## src/rtl/datapath_pkg.sv

```systemverilog
// datapath_pkg: shared widths and opcode encodings for the lab CPU datapath
package datapath_pkg;
    localparam int DW = 16;
    localparam logic [1:0] ALU_ADD = 2'b00;
    localparam logic [1:0] ALU_SUB = 2'b01;
    localparam logic [1:0] ALU_AND = 2'b10;
    localparam logic [1:0] ALU_NOT = 2'b11;
    localparam logic [1:0] SH_NONE = 2'b00;
    localparam logic [1:0] SH_LSL  = 2'b01;
    localparam logic [1:0] SH_LSR  = 2'b10;
    localparam logic [1:0] SH_ASR  = 2'b11;
endpackage

```

## src/rtl/datapath_regfile.sv

```systemverilog
// regfile: eight 16-bit registers, one sync write port, one combinational read port
module regfile
    import datapath_pkg::*;
(
    input  logic          clk,
    input  logic          reset,
    input  logic          write,
    input  logic [2:0]    writenum,
    input  logic [2:0]    readnum,
    input  logic [DW-1:0] data_in,
    output logic [DW-1:0] data_out
);
    logic [DW-1:0] R0, R1, R2, R3, R4, R5, R6, R7;
    // write the addressed register; reset clears all of them
    always_ff @(posedge clk) begin
        if (reset) begin
            R0 <= '0;
            R1 <= '0;
            R2 <= '0;
            R3 <= '0;
            R4 <= '0;
            R5 <= '0;
            R6 <= '0;
            R7 <= '0;
        end else if (write) begin
            case (writenum)
                3'd0: R0 <= data_in;
                3'd1: R1 <= data_in;
                3'd2: R2 <= data_in;
                3'd3: R3 <= data_in;
                3'd4: R4 <= data_in;
                3'd5: R5 <= data_in;
                3'd6: R6 <= data_in;
                default: R7 <= data_in;
            endcase
        end
    end
    // unbypassed read: same-cycle write is seen only after the edge
    always_comb begin
        case (readnum)
            3'd0: data_out = R0;
            3'd1: data_out = R1;
            3'd2: data_out = R2;
            3'd3: data_out = R3;
            3'd4: data_out = R4;
            3'd5: data_out = R5;
            3'd6: data_out = R6;
            default: data_out = R7;
        endcase
    end
endmodule

```

## src/rtl/datapath.sv

```systemverilog
// datapath: regfile, A/B operand regs, B-path shifter, 4-op ALU, C result and Z flag
module datapath
    import datapath_pkg::*;
(
    input  logic          clk,
    input  logic          reset,
    input  logic [DW-1:0] datapath_in,
    input  logic          write,
    input  logic          vsel,
    input  logic [2:0]    writenum,
    input  logic [2:0]    readnum,
    input  logic          loada,
    input  logic          loadb,
    input  logic          asel,
    input  logic          bsel,
    input  logic [1:0]    shift,
    input  logic [1:0]    ALUop,
    input  logic          loadc,
    input  logic          loads,
    output logic [DW-1:0] datapath_out,
    output logic          Z_out
);
    logic [DW-1:0] rd, a, b, c, sh, ain, bin, alu;
    logic          z;

    regfile REGFILE (
        .clk      (clk),
        .reset    (reset),
        .write    (write),
        .writenum (writenum),
        .readnum  (readnum),
        .data_in  (vsel ? datapath_in : c),
        .data_out (rd)
    );

    // shifter, operand selects and ALU are purely combinational
    always_comb begin
        sh  = shift == SH_LSL ? {b[DW-2:0], 1'b0} :
              shift == SH_LSR ? {1'b0, b[DW-1:1]} :
              shift == SH_ASR ? {b[DW-1], b[DW-1:1]} : b;
        ain = asel ? '0 : a;
        bin = bsel ? {{(DW-5){1'b0}}, datapath_in[4:0]} : sh;
        alu = ALUop == ALU_ADD ? ain + bin :
              ALUop == ALU_SUB ? ain - bin :
              ALUop == ALU_AND ? ain & bin : ~bin;
    end

    // operand, result and status registers, each with its own load strobe
    always_ff @(posedge clk) begin
        if (reset) begin
            a <= '0;
            b <= '0;
            c <= '0;
            z <= 1'b0;
        end else begin
            if (loada) a <= rd;
            if (loadb) b <= rd;
            if (loadc) c <= alu;
            if (loads) z <= (alu == '0);
        end
    end

    assign datapath_out = c;
    assign Z_out        = z;
endmodule

```

## config.mk

```make
export PLATFORM = sky130hd
export DESIGN_NAME = datapath
export DESIGN_NICKNAME = d
export VERILOG_FILES = /design/src/rtl/datapath_pkg.sv /design/src/rtl/datapath_regfile.sv /design/src/rtl/datapath.sv
export SDC_FILE = /design/constraint.sdc
export NUM_CORES = 1
export LEC_CHECK = 0
export CAP_MARGIN = 40
export CORE_MARGIN = 3
export CORE_UTILIZATION = 60
export CTS_BUF_LIST = sky130_fd_sc_hd__clkbuf_2
export CTS_CLUSTER_DIAMETER = 80
export CTS_CLUSTER_SIZE = 30
export DETAILED_ROUTE_END_ITERATION = 10
export PLACE_DENSITY_LB_ADDON = 0.25
export SYNTH_ARGS = -nofsm -noshare
export SYNTH_HDL_FRONTEND = slang
export SYNTH_SLANG_ARGS = --single-unit
```

## constraint.sdc

```tcl
create_clock -name clk -period 4.88 [get_ports clk]
set_input_delay 0.976 -clock clk [delete_from_list [all_inputs] [get_ports clk]]
set_output_delay 0.976 -clock clk [all_outputs]
set_load 0.02 [all_outputs]
```

; Word-level counts from Yosys, hierarchy flattened
; Index checks and enable logic that the tools add are counted.
[word_totals]
wordCells = 57
register_bits = 177
output_inout_bits = 17
[classes]
reduce_logical = 13
n_mux = 10
eq_ne = 17
n_bitwise = 3
addsub = 2
[op_table]
columns = op, count
row1 = 16-bit two-way mux, 8
row2 = 16-bit case mux with 7 select lines, 1
row3 = "3-bit equality test, second input constant", 6
row4 = 16-bit adder, 1
row5 = 16-bit bitwise AND, 1
row6 = 16-bit zero test, 1
row7 = 16-bit NOT, 1
row8 = 2-bit AND reduction, 8
row9 = 16-bit subtractor, 1
row10 = 15-bit two-way mux, 1
row11 = "3-bit by 2-bit equality test with 1-bit output, second input constant", 4
row12 = 7-bit OR reduction, 1
row13 = "2-bit equality test, second input constant", 3
row14 = "3-bit by 1-bit equality test with 1-bit output, second input constant", 2
row15 = 3-bit zero test, 2
row16 = "2-bit by 1-bit equality test with 1-bit output, second input constant", 2
row17 = 2-bit zero test, 1
row18 = 1-bit NOT, 1

; Depth between registers and ports, before layout
; Gate-level depths: netlist of the first run.
[depth]
word_depth = 10
mapped_depth = 17

; Hierarchy
; A second synthesis of the first run with hierarchy kept.
[hier_totals]
cells_unflattened = 1313
hier_area_um2 = 10327.4
[by_module_without_submodules]
columns = mod, cells_per_inst, instances, area_per_inst_um2
row1 = regfile, 743, 1, 5761.8
row2 = datapath, 570, 1, 4565.6

; Worst setup path after synthesis of the first run
; Ideal clock, no wire load.
[synth_path]
path_type = input -> register
startpoint = input port shift[0]
endpoint = register z, in the netlist Z_out
setup_time_ps = 59
arrival_ps = 4134
slack_ps = 687
required_ps = 4821
stages = 16
cell_sequence = buf_4 buf_2 mux2_2 nand2_1 a21oi_1 inv_1 ha_1 nor4_2 nand3b_1 o31a_1 a211o_1 and3_1 or4_1 a211oi_2 nand4b_1 nand2_1
[synth_between]
elab_chain_cells = 10
elab_cells_between_ends = 15
[synth_lines]
columns = element, line
row1 = from (decl), datapath.sv:16  ; input logic [1:0] shift,
row2 = 2-bit equality test, datapath.sv:40  ; shift == SH_ASR ? {b[DW-1], b[DW-1:1]} : b;
row3 = 15-bit two-way mux, datapath.sv:40
row4 = 16-bit two-way mux, datapath.sv:39  ; shift == SH_LSR ? {1'b0, b[DW-1:1]} :
row5 = 16-bit two-way mux *, datapath.sv:38  ; sh = shift == SH_LSL ? {b[DW-2:0], 1'b0} :
row6 = 16-bit two-way mux *, datapath.sv:42  ; bin = bsel ? {{(DW-5){1'b0}}, datapath_in[4:0]} : sh;
row7 = branches (longest 3 deep; another with 16-bit subtractor), --
row8 = 16-bit two-way mux *, datapath.sv:43  ; alu = ALUop == ALU_ADD ? ain + bin :
row9 = 16-bit zero test *, datapath.sv:59  ; if (loads) z <= (alu == '0);
row10 = to (signal assigned), datapath.sv:59
row11 = to (decl), datapath.sv:24  ; logic z;
; Every way passes the cells marked *.
; A chain may end at the register's enable or synchronous reset.

; Worst setup path in the final report of the first run
; Ends and elaborated chain as after synthesis.

==> impl_metrics.tcl, run 1 <==
set metrics [dict create \
    cts_sinks 177 \
    grt_max_degree 169 \
    yosys.area.top_type_share 0.359 \
    die-width_um 134 \
    worst-r2r-cell-count 14 \
    antenna_found_initial 1 \
    ys_top_cells_by_area "dfxtp_1 36%, a211oi_1 11%, nor2_1 9.4%" \
    cts_made_buffers 17 \
    total_power_mw 2.94 \
    syn_avg_cell_area_sq_um 8.30 \
    vdd_ir_drop_max_mv 0.221 \
    dieHeight_um 134 \
    wl_um 27500 \
    dp_hpwl_um 19500 \
    worst_ep_required_time_ps 5590 \
    fin_nets 1298 \
    grt.total_usage 0.309 \
    clock-root-buffer "clkbuf_2" \
    port-buffer-count 52 \
    finalCriticalPeriod_ps 4200 \
    hold_viol_final 0 \
    status "finished, final reports clean" \
    vias 8968 \
    end_kind "register" \
    grt_first_pass_wirelength_um 44600 \
    initial_core_util 0.617 \
    clk_latency_ps 760 \
    synth_ff_type "dfxtp_1" \
    core_area_sq_um 16000 \
    max_clock_freq_ghz 0.238 \
    seq_area_frac_synth 0.359 \
    cts_tree "yes" \
    finalCritPeriodShare 0.860 \
    num_rows 46 \
    critPathArrivalTime_ps 4910 \
    drc_errors 0 \
    fin_setup_tns_ps 0 \
    synthDistinctLibCells 69 \
    slew_viol_final 0 \
    die_area_sq_um 18000 \
    synthCells 1190 \
    area_growth_pct 11.3 \
    drtIter0Drc 742 \
    n_fill_cell 1404 \
    cap_violations 0 \
    p_leak_nw 4.32 \
    post_cts_resized 0 \
    gr-total-overflow 0 \
    worstSetupStartpointType "input port" \
    async_reset_ff_frac 0 \
    synth_edf_count 0 \
    place_area_sq_um 10800 \
    clkSlewWorstSetupHoldPaths_ps 300 \
    post_cts_buffers 0 \
    yosys_warnings 0 \
    whs_ps 477 \
    tightest_slew_ps 911 \
    htree_levels 4 \
    post_drt_wl_per_cell_um 18.9 \
    fin_area_sq_um 11000 \
    ys_ff_latch 177 \
    whs_path_depth 2 \
    slew_headroom 0.375 \
    setup_viol 0 \
    clockBufferDepth 2 \
    drive_gt1_frac 0.108 \
    hold_path_class "in -> reg" \
    clock_skew_ps 50.6 \
    syn-num-nets 1263 \
    io_pins 53 \
    rsz0062_at_grt "false" \
    drt_pre_antenna_iters 5 \
    ctsHoldBuffers 0 \
    first_global_vias 8208 \
    syn-cell-area_sq_um 9880 \
    crit_type "in -> reg" \
    routabilityCongestion 0.999 \
    synth_area_leader_cell "dfxtp_1" \
    powerDensity_nw_per_um2 268 \
    ant_nets 0 \
    vias_per_cell 6.16 \
    worst-path-max-fanout 9 \
]
-- cell usage in the layout, fill, tap and decap left out, types with 5 or more instances in the layout --
cell type / instances
nor2_1: 241
dfxtp_1: 177
a211oi_1: 146
mux2i_1: 77
nand2_1: 53
buf_4: 52
a21oi_1: 50
clkdlybuf4s50_1: 49
inv_1: 35
ha_1: 35
o21ai_0: 34
nor2b_1: 31
mux2_2: 19
clkbuf_2: 18
nor3_1: 16
nand2b_1: 12
nand3_1: 12
a31oi_1: 9
o211ai_1: 9
xnor2_1: 8
mux4_2: 7
nor3b_1: 7
a211o_1: 7
a21o_1: 7
inv_6: 7
o22ai_1: 6
a2111oi_0: 6
nor2_2: 6
a221oi_1: 5
nand3b_1: 5
or3_1: 5
and2_1: 5
-- report_power, final --
part | switching (mW) | internal, mW | total (mW)
Sequential | 0.0416 | 1.51 | 1.55
Clock | 0.547 | 0.206 | 0.753
Combinational | 0.376 | 0.262 | 0.638
-- critical path, cell delays in order --
cell and delay, ps:
clkdlybuf4s50_1 580, buf_4 240, mux2_2 350, o211ai_1 250, buf_4 180, inv_1 40, ha_1 240, and2b_1 180
a2111oi_0 500, o211a_1 290, o41ai_2 90, xnor2_1 140, a211o_1 350, nor4_4 300, nand4b_1 120, nand2_1 70
-- area by class of cell --
class	count	area (sq um)	area share
Clock inverter	14	146	0.0133
Clock buffer	18	90.1	0.00819
Multi-Input combinational cell	884	5850	0.532
Timing Repair Buffer	107	956	0.0869
Inverter	38	143	0.0130
Antenna cell	1	2.50	0.000228
Sequential cell	177	3540	0.322
Tap cell	216	270	0.0246
-- path summary, 6_finish.rpt --
check	end	slack, ps	from
worst max-delay path	Z_out	680	shift[0]
worst min register to register	Z_out	490	Z_out
worst min-delay path	datapath_out[5]	480	reset
worst max register to register	Z_out	1120	b[0]
-- cell usage after synthesis (8+ instances only) --
master	number
nor2_1	247
dfxtp_1	177
a211oi_1	146
mux2i_1	77
clkbuf_1	74
nand2_1	53
a21oi_1	50
ha_1	35
inv_1	35
o21ai_0	34
nor2b_1	31
mux2_2	19
nor3_1	18
nand2b_1	12
nand3_1	12
a31oi_1	9
o211ai_1	9
buf_1	8
xnor2_1	8
-- per-layer routing --
layer  share of wire  up-vias  track usage  wire length, um
met5               0        -            0                0
met4           0.031        0        0.115              852
li1                -     4365            -                -
met3           0.066       52       0.0495             1820
met2            0.45      340        0.478            12500
met1            0.45     4211        0.435            12300
-- cells by family after synthesis --
family	count (synthesis)	synth area share
multiplexers	103	0.116
AO/OA/AOI/OAI	319	0.228
XOR/XNOR	9	0.00798
flip-flops	177	0.359
adder cells (fa/ha/maj)	37	0.0484
buffers and inverters	129	0.0519
AND/OR/NAND/NOR	416	0.189
-- per-stage QoR --
stage / utilization / instances / worst slack (ps)
3_5_place_dp: 0.672 / 1422 / -17.0
2_1_floorplan: - / 1190 / 687
6_report: 0.687 / 1455 / 684
3_3_place_gp: 0.667 / 1413 / 99.3
4_1_cts: 0.687 / 1454 / 792
5_1_grt: 0.687 / 1455 / 467
Note: power is estimated with default switching activity, not from simulation.
==> inputs of run 2 (changes only) <==
--- a/config.mk
+++ b/config.mk
@@ -12,6 +12,8 @@
 export CTS_CLUSTER_DIAMETER = 80
 export CTS_CLUSTER_SIZE = 30
 export DETAILED_ROUTE_END_ITERATION = 10
+export GPL_ROUTABILITY_DRIVEN = 0
+export HOLD_SLACK_MARGIN = 0.05
 export PLACE_DENSITY_LB_ADDON = 0.25
 export SYNTH_ARGS = -nofsm -noshare
 export SYNTH_HDL_FRONTEND = slang
==> run 2 against run 1 <==
Net effect:
- via count hardly changed
- core utilization is 0.33 points lower
- worst setup slack improved by 49 ps
- critical path depth fell by 2
- clock skew is 9.9 ps lower
- largest cell class unchanged
- global-route usage decreased by 0.28 points
- sequential power about the same
- cell count down 0.41%
- worst hold slack got worse by 12 ps
==> impl_metrics.tcl, run 2 (same netlist as run 1, synthesis figures left out) <==
set metrics [dict create \
    final_common_cell "nor2_1" \
    total_power_mw 2.92 \
    cts_made_buffers 17 \
    worstHoldEndpoint "Z_out" \
    core_area_sq_um 16000 \
    drc_errors 0 \
    setup_slack_ps 734 \
    powerDensity_nw_per_um2 267 \
    clk_latency_ps 780 \
    vias_per_cell 6.19 \
    initial_core_util 0.617 \
    clock_skew_ps 40.6 \
    die-width_um 134 \
    fin_nets 1292 \
    finalCritPeriodShare 0.850 \
    num_rows 46 \
    vias 8971 \
    critPathSlowestCell "clkdlybuf4s50_1" \
    crit_type "in -> reg" \
    drt_pre_antenna_iters 8 \
    post_cts_buffers 0 \
    cap_violations 0 \
    post_drt_wl_per_cell_um 18.6 \
    slew_headroom 0.358 \
    switching_share 0.338 \
    p_leak_nw 4.28 \
    power.switching_uw 986 \
    max_clock_freq_ghz 0.241 \
    worstSetupStartpointType "input port" \
    grt_max_degree 127 \
    place_area_sq_um 10700 \
    dp_hpwl_um 19200 \
    status "finished, final reports clean" \
    antenna_found_initial 1 \
    cts_sinks 177 \
    clock-root-buffer "clkbuf_2" \
    tightest_slew_ps 937 \
    holdCritStartpoint "Z_out" \
    hold_path_class "reg -> reg" \
    cts_tree "yes" \
    fin_util 0.684 \
    worst-r2r-cell-count 14 \
    reg2reg_slack_ps 1080 \
    area_growth_pct 10.8 \
    p_int_mw 1.93 \
    grt.total_usage 0.306 \
    clkSlewWorstSetupHoldPaths_ps 280 \
    final_cell_mix "241 x nor2_1, 177 x dfxtp_1, 146 x a211oi_1, 77 x mux2i_1, 53 x nand2_1" \
    worst-path-max-fanout 14 \
    power_frac_comb 0.217 \
    fin_area_sq_um 10900 \
    drive_gt1_frac 0.105 \
    fin_setup_tns_ps 0 \
    htree_levels 4 \
    wl_um 27000 \
    first_global_vias 8334 \
    whs_path_depth 2 \
    ctsHoldBuffers 0 \
    clock_power_share 0.251 \
    seqPwrFrac 0.532 \
    worst_ep_required_time_ps 5640 \
    hold_viol_final 0 \
    slowest_delay_ps 570 \
    finalCriticalPeriod_ps 4150 \
    die_area_sq_um 18000 \
    end_kind "register" \
    vdd_ir_drop_max_mv 0.178 \
    rr_startpoint "b[0]" \
    post_cts_resized 0 \
    grt_first_pass_wirelength_um 44600 \
    port-buffer-count 52 \
    path_cells "clkdlybuf4s50_1, buf_4, mux2_2, o211ai_1, ha_1, nor4_2, nand3b_1, o31a_1, a211o_1, and3_1, or4_1, a211oi_2, nand4b_1, nand2_1" \
    setup_viol 0 \
    gr-total-overflow 0 \
    critPathArrivalTime_ps 4900 \
    dieHeight_um 134 \
    ant_nets 0 \
    clockBufferDepth 2 \
    io_pins 53 \
    r2r-end "Z_out" \
    slew_viol_final 0 \
    place_ws_ps -29.9 \
    rsz0062_at_grt "false" \
    drtIter0Drc 930 \
]
[run 2: worst max-delay path by stage]
stage                             endpoint  depth (start not counted)      from
final                                Z_out                         14  shift[0]
after global routing      datapath_out[15]                         15  shift[0]
after CTS                            Z_out                         14  shift[0]
after detailed placement             Z_out                         14  shift[0]
after global placement               Z_out                         14  shift[0]
after floorplan                      Z_out                         16  shift[0]
[run 2: critical path: cells and delay by family]
kind | cells | cell delay (ps)
AND/OR/NAND/NOR | 6 | 1300
AO/OA/AOI/OAI | 4 | 1060
buffers and inverters | 2 | 850
multiplexers | 1 | 360
adder cells (fa/ha/maj) | 1 | 360
[run 2: routing by layer]
layer / track usage / up-vias / share of wire
li1: - / 4343 / -
met1: 0.442 / 4162 / 0.44
met2: 0.471 / 400 / 0.45
met3: 0.0435 / 66 / 0.077
met4: 0.104 / 0 / 0.028
met5: 0 / - / 0
[run 2: power by group through the flow]
stage	Clock [mW]	Sequential (mW)	Combinational, mW
floorplan	0	1.58	0.408
CTS	0.747	1.55	0.623
detailed placement	0	1.58	0.620
global placement	0	1.58	0.602
finish	0.734	1.55	0.632
global route	0.802	1.56	0.692
[run 2: cell type report]
cell class / instances / area [sq um]
well taps: 216 / 270
fillers: 1373 / 5060
repair buffers: 101 / 903
multi-input cells: 884 / 5850
clock buffers: 18 / 90.1
diodes: 1 / 2.50
flip-flops and latches: 177 / 3540
inverters: 38 / 143
clock inverters: 14 / 146
[run 2: through the flow]
step / std cells / hold WS, ps
5_1_grt: 1449 / 486
3_5_place_dp: 1416 / 433
3_3_place_gp: 1409 / 438
2_1_floorplan: 1190 / 452
4_1_cts: 1448 / 466
6_report: 1449 / 465
